**src/rtl/tcp_bench_pkg.sv**
```systemverilog
// Shared constants and types for the TCP benchmark transmit engine and receive checker.
// Register indices, status field offsets and the engine state encoding live here.
package tcp_bench_pkg;

   localparam int WORD_BYTES = 64;
   localparam int DATA_W     = 512;
   localparam int KEEP_W     = 64;
   localparam int WPO_W      = 10;

   localparam int CTRL_START   = 0;
   localparam int CTRL_LENGTH  = 1;
   localparam int CTRL_OPS     = 2;
   localparam int CTRL_OFFSET  = 3;
   localparam int CTRL_SESSION = 4;

   localparam int STAT_ACTIVE  = 0;
   localparam int STAT_OPS     = 1;
   localparam int STAT_RETRIES = 2;
   localparam int STAT_WORDS   = 3;
   localparam int STAT_FLAGS   = 4;

   localparam int FLAG_DONE    = 0;
   localparam int FLAG_CFG_ERR = 1;

   localparam int STS_ERR_LO = 62;
   localparam int STS_ERR_HI = 63;

   typedef enum logic [2:0] {
      ST_IDLE,
      ST_SEND_META,
      ST_WAIT_STATUS,
      ST_SEND_DATA,
      ST_DONE
   } tcp_state_t;

   typedef struct packed {
      logic [15:0] length;
      logic [15:0] session;
   } tx_meta_t;

   // Partial trailing bytes are dropped: only whole 64-byte words are sent.
   function automatic logic [WPO_W-1:0] words_per_op(input logic [15:0] len);
      return WPO_W'(len >> $clog2(WORD_BYTES));
   endfunction

endpackage

```
**src/rtl/tcp_pattern_gen.sv**
```systemverilog
// Payload pattern source: word index counter plus the {op index, index+offset} word format.
// The index advances only on a data handshake, so the word holds steady while stalled.
module tcp_pattern_gen
   import tcp_bench_pkg::*;
(
   input  logic              clk,
   input  logic              rstn,
   input  logic              clr,
   input  logic              adv,
   input  logic              active,
   input  logic [WPO_W-1:0]  wpo,
   input  logic [31:0]       offset,
   input  logic [31:0]       op_idx,
   output logic [DATA_W-1:0] data,
   output logic [KEEP_W-1:0] keep,
   output logic              last
);

   logic [WPO_W-1:0] k_q;
   logic             at_end;

   assign at_end = (k_q == wpo - WPO_W'(1));

   always_ff @(posedge clk) begin
      if (!rstn || clr)
         k_q <= '0;
      else if (adv)
         k_q <= at_end ? '0 : k_q + WPO_W'(1);
   end

   always_comb begin
      data = '0;
      keep = '0;
      last = 1'b0;
      if (active) begin
         data[31:0]  = {{(32-WPO_W){1'b0}}, k_q} + offset;
         data[63:32] = op_idx;
         keep        = '1;
         last        = at_end;
      end
   end

endmodule

```
**src/rtl/tcp_send_engine.sv**
```systemverilog
// TCP benchmark transmit stage: issues N fixed-length sends on one session, each a metadata
// request, a status wait (re-issuing the request on reject), then a patterned payload stream.
module tcp_send_engine
   import tcp_bench_pkg::*;
(
   input  logic                   clk,
   input  logic                   rstn,
   output logic                   m_axis_tx_metadata_valid,
   input  logic                   m_axis_tx_metadata_ready,
   output logic [31:0]            m_axis_tx_metadata_data,
   input  logic                   s_axis_tx_status_valid,
   output logic                   s_axis_tx_status_ready,
   input  logic [63:0]            s_axis_tx_status_data,
   output logic                   m_axis_tx_data_valid,
   input  logic                   m_axis_tx_data_ready,
   output logic [DATA_W-1:0]      m_axis_tx_data_data,
   output logic [KEEP_W-1:0]      m_axis_tx_data_keep,
   output logic                   m_axis_tx_data_last,
   input  logic [15:0][31:0]      control_reg,
   output logic [7:0][31:0]       status_reg
);

   tcp_state_t       state_q, state_d;
   logic [2:0]       start_pipe;
   logic             start_evt, accept;
   logic [WPO_W-1:0] c_wpo, w_wpo;
   logic [31:0]      c_ops, c_off, w_ops, w_off;
   logic [15:0]      c_sess, w_sess;
   logic [31:0]      active_q, ops_done_q, retries_q, words_q;
   logic             cfg_err_q, done;
   logic             meta_hs, sts_hs, data_hs, sts_err, pat_last;
   tx_meta_t         meta;
   logic             unused_ok;

   // Two sync flops, then a third to find the rising edge.
   always_ff @(posedge clk) begin
      if (!rstn) start_pipe <= '0;
      else       start_pipe <= {start_pipe[1:0], control_reg[CTRL_START][0]};
   end
   assign start_evt = start_pipe[1] & ~start_pipe[2];
   assign accept    = start_evt && (state_q == ST_IDLE || state_q == ST_DONE);

   always_ff @(posedge clk) begin
      if (!rstn) begin
         c_wpo  <= '0;
         c_ops  <= '0;
         c_off  <= '0;
         c_sess <= '0;
      end else begin
         c_wpo  <= words_per_op(control_reg[CTRL_LENGTH][15:0]);
         c_ops  <= control_reg[CTRL_OPS];
         c_off  <= control_reg[CTRL_OFFSET];
         c_sess <= control_reg[CTRL_SESSION][15:0];
      end
   end

   assign meta_hs  = m_axis_tx_metadata_valid & m_axis_tx_metadata_ready;
   assign sts_hs   = s_axis_tx_status_valid & s_axis_tx_status_ready;
   assign data_hs  = m_axis_tx_data_valid & m_axis_tx_data_ready;
   assign sts_err  = |s_axis_tx_status_data[STS_ERR_HI:STS_ERR_LO];

   always_ff @(posedge clk) begin
      if (!rstn) state_q <= ST_IDLE;
      else       state_q <= state_d;
   end

   always_comb begin
      state_d = state_q;
      unique case (state_q)
         ST_IDLE, ST_DONE:
            if (accept) begin
               if (c_wpo == '0)      state_d = ST_IDLE;
               else if (c_ops == '0) state_d = ST_DONE;
               else                  state_d = ST_SEND_META;
            end
         ST_SEND_META:
            if (meta_hs) state_d = ST_WAIT_STATUS;
         ST_WAIT_STATUS:
            if (sts_hs) state_d = sts_err ? ST_SEND_META : ST_SEND_DATA;
         ST_SEND_DATA:
            if (data_hs && pat_last)
               state_d = (ops_done_q + 32'd1 == w_ops) ? ST_DONE : ST_SEND_META;
         default: state_d = ST_IDLE;
      endcase
   end

   always_comb begin
      m_axis_tx_metadata_valid = (state_q == ST_SEND_META);
      s_axis_tx_status_ready   = (state_q == ST_WAIT_STATUS);
      m_axis_tx_data_valid     = (state_q == ST_SEND_DATA);
      done                     = (state_q == ST_DONE);
   end

   always_ff @(posedge clk) begin
      if (!rstn) begin
         w_wpo      <= '0;
         w_ops      <= '0;
         w_off      <= '0;
         w_sess     <= '0;
         active_q   <= '0;
         ops_done_q <= '0;
         retries_q  <= '0;
         words_q    <= '0;
         cfg_err_q  <= 1'b0;
      end else if (accept) begin
         w_wpo      <= c_wpo;
         w_ops      <= c_ops;
         w_off      <= c_off;
         w_sess     <= c_sess;
         active_q   <= '0;
         ops_done_q <= '0;
         retries_q  <= '0;
         words_q    <= '0;
         cfg_err_q  <= (c_wpo == '0);
      end else begin
         if (state_q != ST_IDLE && state_q != ST_DONE) active_q <= active_q + 32'd1;
         if (data_hs && pat_last)                       ops_done_q <= ops_done_q + 32'd1;
         if (sts_hs && sts_err)                         retries_q <= retries_q + 32'd1;
         if (data_hs)                                   words_q <= words_q + 32'd1;
      end
   end

   assign meta.length  = {w_wpo, 6'd0};
   assign meta.session = w_sess;
   assign m_axis_tx_metadata_data = meta;

   tcp_pattern_gen u_pat (
      .clk    (clk),
      .rstn   (rstn),
      .clr    (accept),
      .adv    (data_hs),
      .active (m_axis_tx_data_valid),
      .wpo    (w_wpo),
      .offset (w_off),
      .op_idx (ops_done_q),
      .data   (m_axis_tx_data_data),
      .keep   (m_axis_tx_data_keep),
      .last   (pat_last)
   );
   assign m_axis_tx_data_last = pat_last;

   always_comb begin
      status_reg               = '0;
      status_reg[STAT_ACTIVE]  = active_q;
      status_reg[STAT_OPS]     = ops_done_q;
      status_reg[STAT_RETRIES] = retries_q;
      status_reg[STAT_WORDS]   = words_q;
      status_reg[STAT_FLAGS][FLAG_DONE]    = done;
      status_reg[STAT_FLAGS][FLAG_CFG_ERR] = cfg_err_q;
   end

   // Session/length echo in the status word is deliberately not checked.
   assign unused_ok = ^{control_reg[15:5], control_reg[CTRL_START][31:1],
                        s_axis_tx_status_data[61:0]};

endmodule

```
**config.mk**
```make
export PLATFORM = sky130hd
export DESIGN_NAME = tcp_send_engine
export DESIGN_NICKNAME = d
export VERILOG_FILES = /design/src/rtl/tcp_bench_pkg.sv /design/src/rtl/tcp_pattern_gen.sv /design/src/rtl/tcp_send_engine.sv
export SDC_FILE = /design/constraint.sdc
export NUM_CORES = 1
export LEC_CHECK = 0
export CAP_MARGIN = 20
export CORE_AREA = 2 2 571 573
export DETAILED_ROUTE_END_ITERATION = 8
export DIE_AREA = 0 0 573 575
export MAX_ROUTING_LAYER = met4
export PLACE_DENSITY = 0.3
export SLEW_MARGIN = 20
export SYNTH_ARGS = -nofsm -noshare
export SYNTH_HDL_FRONTEND = slang
export SYNTH_HIERARCHICAL = 1
export SYNTH_SLANG_ARGS = --single-unit
```
**constraint.sdc**
```tcl
create_clock -name clk -period 7.1 [get_ports clk]
set_input_delay 0.71 -clock clk [delete_from_list [all_inputs] [get_ports clk]]
set_output_delay 0.71 -clock clk [all_outputs]
set_load 0.01 [all_outputs]
```
# After elaboration in Yosys (flattened, before gate mapping)
# Index checks and enable logic that the tools add are counted.
[word_totals]
reg_bits = 325
wordCells = 68
out_inout_bits = 868
[classes]
bitwise = 6
reduce_logical = 15
add_sub_neg = 7
n_mux = 13
n_eq_ne = 11
[ops]
columns = ["operator", "count"]
rows = [
  ["$add 32x1->32 const B", 4],
  ["$mux 64", 2],
  ["$add 10x32->32", 1],
  ["$eq 32x32->1", 1],
  ["$logic_not 32->1", 1],
  ["$mux 3", 7],
  ["$pmux 3 s4", 1],
  ["$add 10x1->10 const B", 1],
  ["$eq 10x10->1", 1],
  ["$logic_not 10->1", 1],
  ["$mux 10", 1],
  ["$sub 10x1->10 const B", 1],
  ["$ne 2x1->1 const B", 4],
  ["$eq 3x2->1 const B", 2],
  ["$reduce_or 2->1", 3],
  ["$and 1x1->1", 4],
  ["$logic_and 1x1->1", 4],
  ["$reduce_and 4->1", 1],
  ["$eq 3x1->1 const B", 1],
  ["$eq 3x3->1 const B", 1],
  ["$logic_not 3->1", 1],
  ["$ne 3x3->1 const B", 1],
  ["$reduce_bool 3->1", 1],
  ["$logic_or 1x1->1", 2],
  ["4 further kinds", 5],
]

# Longest topological paths before layout
[depth]
word_depth = 6
depth_mapped = 14
mapped_depth_nobuf = 13

# Cells and area by module
# The synthesis kept the hierarchy.
[modules_own_cells]
columns = ["mod", "n_inst", "area_each_um2", "seq_area_each_um2", "cells_per_inst"]
rows = [
  ["tcp_send_engine", 1, 13648.1, 6306.0, 1572],
  ["tcp_pattern_gen", 1, 5931.9, 200.2, 806],
]

# Worst setup path after synthesis
# Ideal clock, no wire load.
[synth_path]
path_kind = "register to register"
start = "register state_q[0]"
end = "register state_q[2]"
arrival_ns = 3.685
required_time_ns = 6.985
slack_ns = 3.300
synth_period_minus_slack_ns = 3.800
setup_ns = 0.115
n_path_buf = 2
path_stages_with_launch = 13
path_cell_list = "dfxtp_1 > nand3b_1 > inv_1 > inv_1 > clkbuf_1 > nor2_1 > and2_1 > clkbuf_1 > o22ai_1 > a211oi_1 > mux2i_1 > o22ai_1 > and2_1"
[synth_between]
elab_chain_cells = 5
[synth_rtl]
columns = ["element", "line_no", "rtl"]
rows = [
  ["from (decl)", "tcp_send_engine.sv:23", "tcp_state_t state_q, state_d;"],
  ["from (signal assigned)", "tcp_send_engine.sv:64", "else state_q <= state_d;"],
  ["$eq 3x2->1", "tcp_send_engine.sv:90", "m_axis_tx_data_valid = (state_q == ST_SEND_DATA);"],
  ["named net m_axis_tx_data_valid", "tcp_send_engine.sv:14", "output logic m_axis_tx_data_valid,"],
  ["$mux 1", "tcp_pattern_gen.sv:35", "if (active) begin"],
  ["named net m_axis_tx_data_last", "tcp_send_engine.sv:18", "output logic m_axis_tx_data_last,"],
  ["$logic_and 1x1->1", "tcp_send_engine.sv:81", "if (data_hs && pat_last)"],
  ["$ne 2x1->1 (no source line)", "-", ""],
  ["$reduce_and 4->1 (no source line)", "-", ""],
]
# The timed path passes the listed nets, and every way through them passes these cells.
# A chain may end at the register's enable or synchronous reset.

# Worst setup path after layout
[layout_path]
start = "register u_pat.k_q[0]"
end = "output port m_axis_tx_data_data[22]"
[layout_between]
elab_chain_cells = 2
[layout_rtl]
columns = ["element", "line_no", "rtl"]
rows = [
  ["from (decl)", "tcp_pattern_gen.sv:19", "logic [WPO_W-1:0] k_q;"],
  ["from (signal assigned)", "tcp_pattern_gen.sv:28", "k_q <= at_end ? '0 : k_q + WPO_W'(1);"],
  ["$add 10x32->32", "tcp_pattern_gen.sv:36", "data[31:0] = {{(32-WPO_W){1'b0}}, k_q} + offset;"],
  ["$mux 64", "tcp_pattern_gen.sv:35", ""],
  ["to (decl)", "tcp_send_engine.sv:16", "output logic [DATA_W-1:0] m_axis_tx_data_data,"],
]
# No other way between the ends.

==> results_dict.tcl <==
set metrics [dict create \
    synth_most_common_cell "buf_4" \
    vias 14900 \
    report.final.hold_viol_count 0 \
    grt_pass1_wl_mm 110 \
    p_leak_nw 9.19 \
    cts_setup_buffers 0 \
    ios 1449 \
    grt_usage 0.0486 \
    dpl_cell_area_um2 25900 \
    ys_ff_latch 325 \
    grt.overflow.total 0 \
    syn_area_um2 19600 \
    slowest_delay_ns 0.66 \
    holdPathStages 1 \
    yosysUniqueCellTypes 79 \
    nets 3270 \
    hold_buffers 0 \
    synth.yosys.warnings 6 \
    cts.repair.resized 0 \
    n_fill_cell 37600 \
    end_kind "primary output" \
    cp.arrival_ns 4.75 \
    synthArstFlopShare 0 \
    cts.sinks 325 \
    cellPowerDensity_nw_per_um2 188 \
    postSynthCellCount 2378 \
    htreeDepth 2 \
    switchingPower_mw 1.48 \
    seq_area_frac_synth 0.332 \
    antenna_found_initial 12 \
    via_per_inst 2.11 \
    path_clk_slew_ns 0.06 \
    first_pass_iters 5 \
    remaining_drc_errors 0 \
    fin_crit_ns 5.46 \
    dieArea_um2 329000 \
    cts_tree "built" \
    finalInstanceArea_um2 27800 \
    power_frac_clock 0.536 \
    cp_max_fo 8 \
    yosysTopAreaCell "dfxtp_1" \
    cp.required_ns 6.39 \
    maxSlewHeadroom 0.380 \
    crit_chain "ha_1 > inv_1 > fa_1 > nor2b_1 > o21ai_0 > a21boi_0 > o21ai_1 > a21oi_1 > nand4_1 > mux2i_1 > clkdlybuf4s50_1" \
    cts_buffers 50 \
    hold_path_end "start_pipe[1]" \
    synthTopCellsByArea "dfxtp_1, buf_4, nand2_1" \
    reg2reg_to "ops_done_q[13]" \
    multi_input_area_um2 9930 \
    fin_skew_ns 0.0605 \
    synth_top_area_frac 0.332 \
    crit_path_top_delay_cell "clkdlybuf4s50_1" \
    hp-class "register to register" \
    status "finished, final reports clean" \
    synth_common_cells "buf_4, dfxtp_1, nand2_1" \
    hold_path_startpoint "start_pipe[0]" \
    reg2reg_slack_ns 2.45 \
    synth-edff-count 0 \
    area_growth_pct 41.9 \
    max_cap_violations 0 \
    die-width_um 573 \
    clock_latency_ns 0.69 \
    root_buffer "clkbuf_16" \
    dieHeight_um 575 \
    finalMaxSlewViolations 0 \
    setup_viol 0 \
    core_area_um2 323000 \
    ff2ff_path_depth 12 \
    fmax_mhz 183 \
    syn_avg_cell_area_um2 8.23 \
    fin_tns_setup_ns 0 \
    grt_pass1_vias 13900 \
    start_kind "register" \
    wl_mm 81.3 \
    seqCellArea_um2 6510 \
    gp_congestion 0.699 \
    start_util 0.0606 \
    total_power_mw 5.22 \
    drtIter0Drc 484 \
    utilization 0.0859 \
    wl_per_cell_um 11.5 \
    rsz0062_at_grt "false" \
    portBuffers 385 \
    power_frac_comb 0.097 \
    p_sw_frac 0.284 \
    ir_worst_vdd_mv 0.187 \
    crit_type "register to primary output" \
    cts_max_path_buffers 3 \
    drive_gt1_frac 0.0531 \
    hold_ws_ns 0.439 \
    grt_max_degree 87 \
    dpl.hpwl_mm 64.9 \
    pwr-share-seq 0.367 \
    finalCritPeriodShare 0.769 \
    antenna_left 0 \
    synth_ff_type "dfxtp_1" \
    num_rows 209 \
    worstMarginPinSlew_ns 0.923 \
    r2r-start "w_wpo[0]" \
    internal-power_mw 3.74 \
]
## layout by cell type (no fill, tap or decap), types with 18 or more instances in the layout
cell,count
or3_1,24
nor3_1,22
clkbuf_16,50
dfxtp_1,325
clkdlybuf4s50_1,384
buf_4,18
o21ai_0,29
inv_1,25
xor2_1,105
conb_1,580
xnor2_1,77
and3_1,24
nor2_1,187
a21boi_0,93
nand2_1,275
nand3_1,58
a21oi_1,37
and2_1,132
nand4_1,47
## worst max-delay path by stage
stage / start / endpoint / slack (ns) / depth (start not counted)
2_1_floorplan: state_q[0] / state_q[2] / 3.30 / 12
3_3_place_gp: m_axis_tx_data_ready / words_q[29] / 1.77 / 9
3_5_place_dp: m_axis_tx_data_ready / words_q[31] / 1.80 / 8
4_1_cts: u_pat/k_q[0] / m_axis_tx_data_data[22] / 1.52 / 11
5_1_grt: u_pat/k_q[0] / m_axis_tx_data_data[22] / 1.12 / 11
6_report: u_pat/k_q[0] / m_axis_tx_data_data[22] / 1.64 / 11
## per-stage QoR
step                worst slack (ns)  cells
finish                          1.64   7041
global route                    1.12   7038
CTS                             1.52   7037
detailed placement              1.80   6945
global placement                1.77   6945
floorplan                       3.30   2956
## registers in the layout (all words and copies together) (netlist names)
| signal | count |
|---|---|
| active_q | 32 |
| c_off | 32 |
| c_ops | 32 |
| ops_done_q | 32 |
| retries_q | 32 |
| w_off | 32 |
| w_ops | 32 |
| words_q | 32 |
| c_sess | 16 |
| w_sess | 16 |
| c_wpo | 10 |
| u_pat/k_q | 10 |
| w_wpo | 10 |
| start_pipe | 3 |
| state_q | 3 |
| cfg_err_q | 1 |
## per-layer routing
| layer | routed length (um) | GRT usage |
|---|---|---|
| met5 | 0 | - |
| met2 | 38300 | 0.0791 |
| met1 | 34100 | 0.0560 |
| met3 | 6930 | 0.0167 |
| met4 | 1960 | 0.0145 |
## worst max-delay path, delay by kind of cell (launching register included)
family,cells,cell delay (ns)
muxes,1,0.31
AOI/OAI and AO/OA,4,1.52
DFF,1,0.56
adders and majority gates,2,0.63
and+or+nand+nor,2,0.33
buffers and inverters,2,0.72
## power groups by stage
stage / clock [mW] / sequential, mW / combinational (mW)
4_1_cts: 2.96 / 1.92 / 0.512
6_report: 2.79 / 1.92 / 0.506
5_1_grt: 3.01 / 1.92 / 0.557
2_1_floorplan: 0 / 1.94 / 0.569
3_5_place_dp: 0 / 1.96 / 0.510
3_3_place_gp: 0 / 1.96 / 0.512
## cell type report
cell class	count	area share
antenna	4	0.000360
clock buffer	63	0.0504
clock inverter	29	0.0156
inverter	28	0.00392
multi-input combinational	1865	0.357
sequential	325	0.234
tap	4325	0.195
timing repair buffer	402	0.143
## logic make-up (layout without fill, tap and decap cells)
family,after synthesis,in the layout,share of synthesized area
AOI/OAI and AO/OA,218,218,0.0798
xor gates and xnor gates,182,182,0.0814
adders and majority gates,17,17,0.0112
buffers and inverters,766,522,0.273
DFF,325,325,0.332
muxes,7,7,0.00358
other,2,584,0.000384
and+or+nand+nor,861,861,0.218
Note: power is estimated with default switching activity, not from simulation.
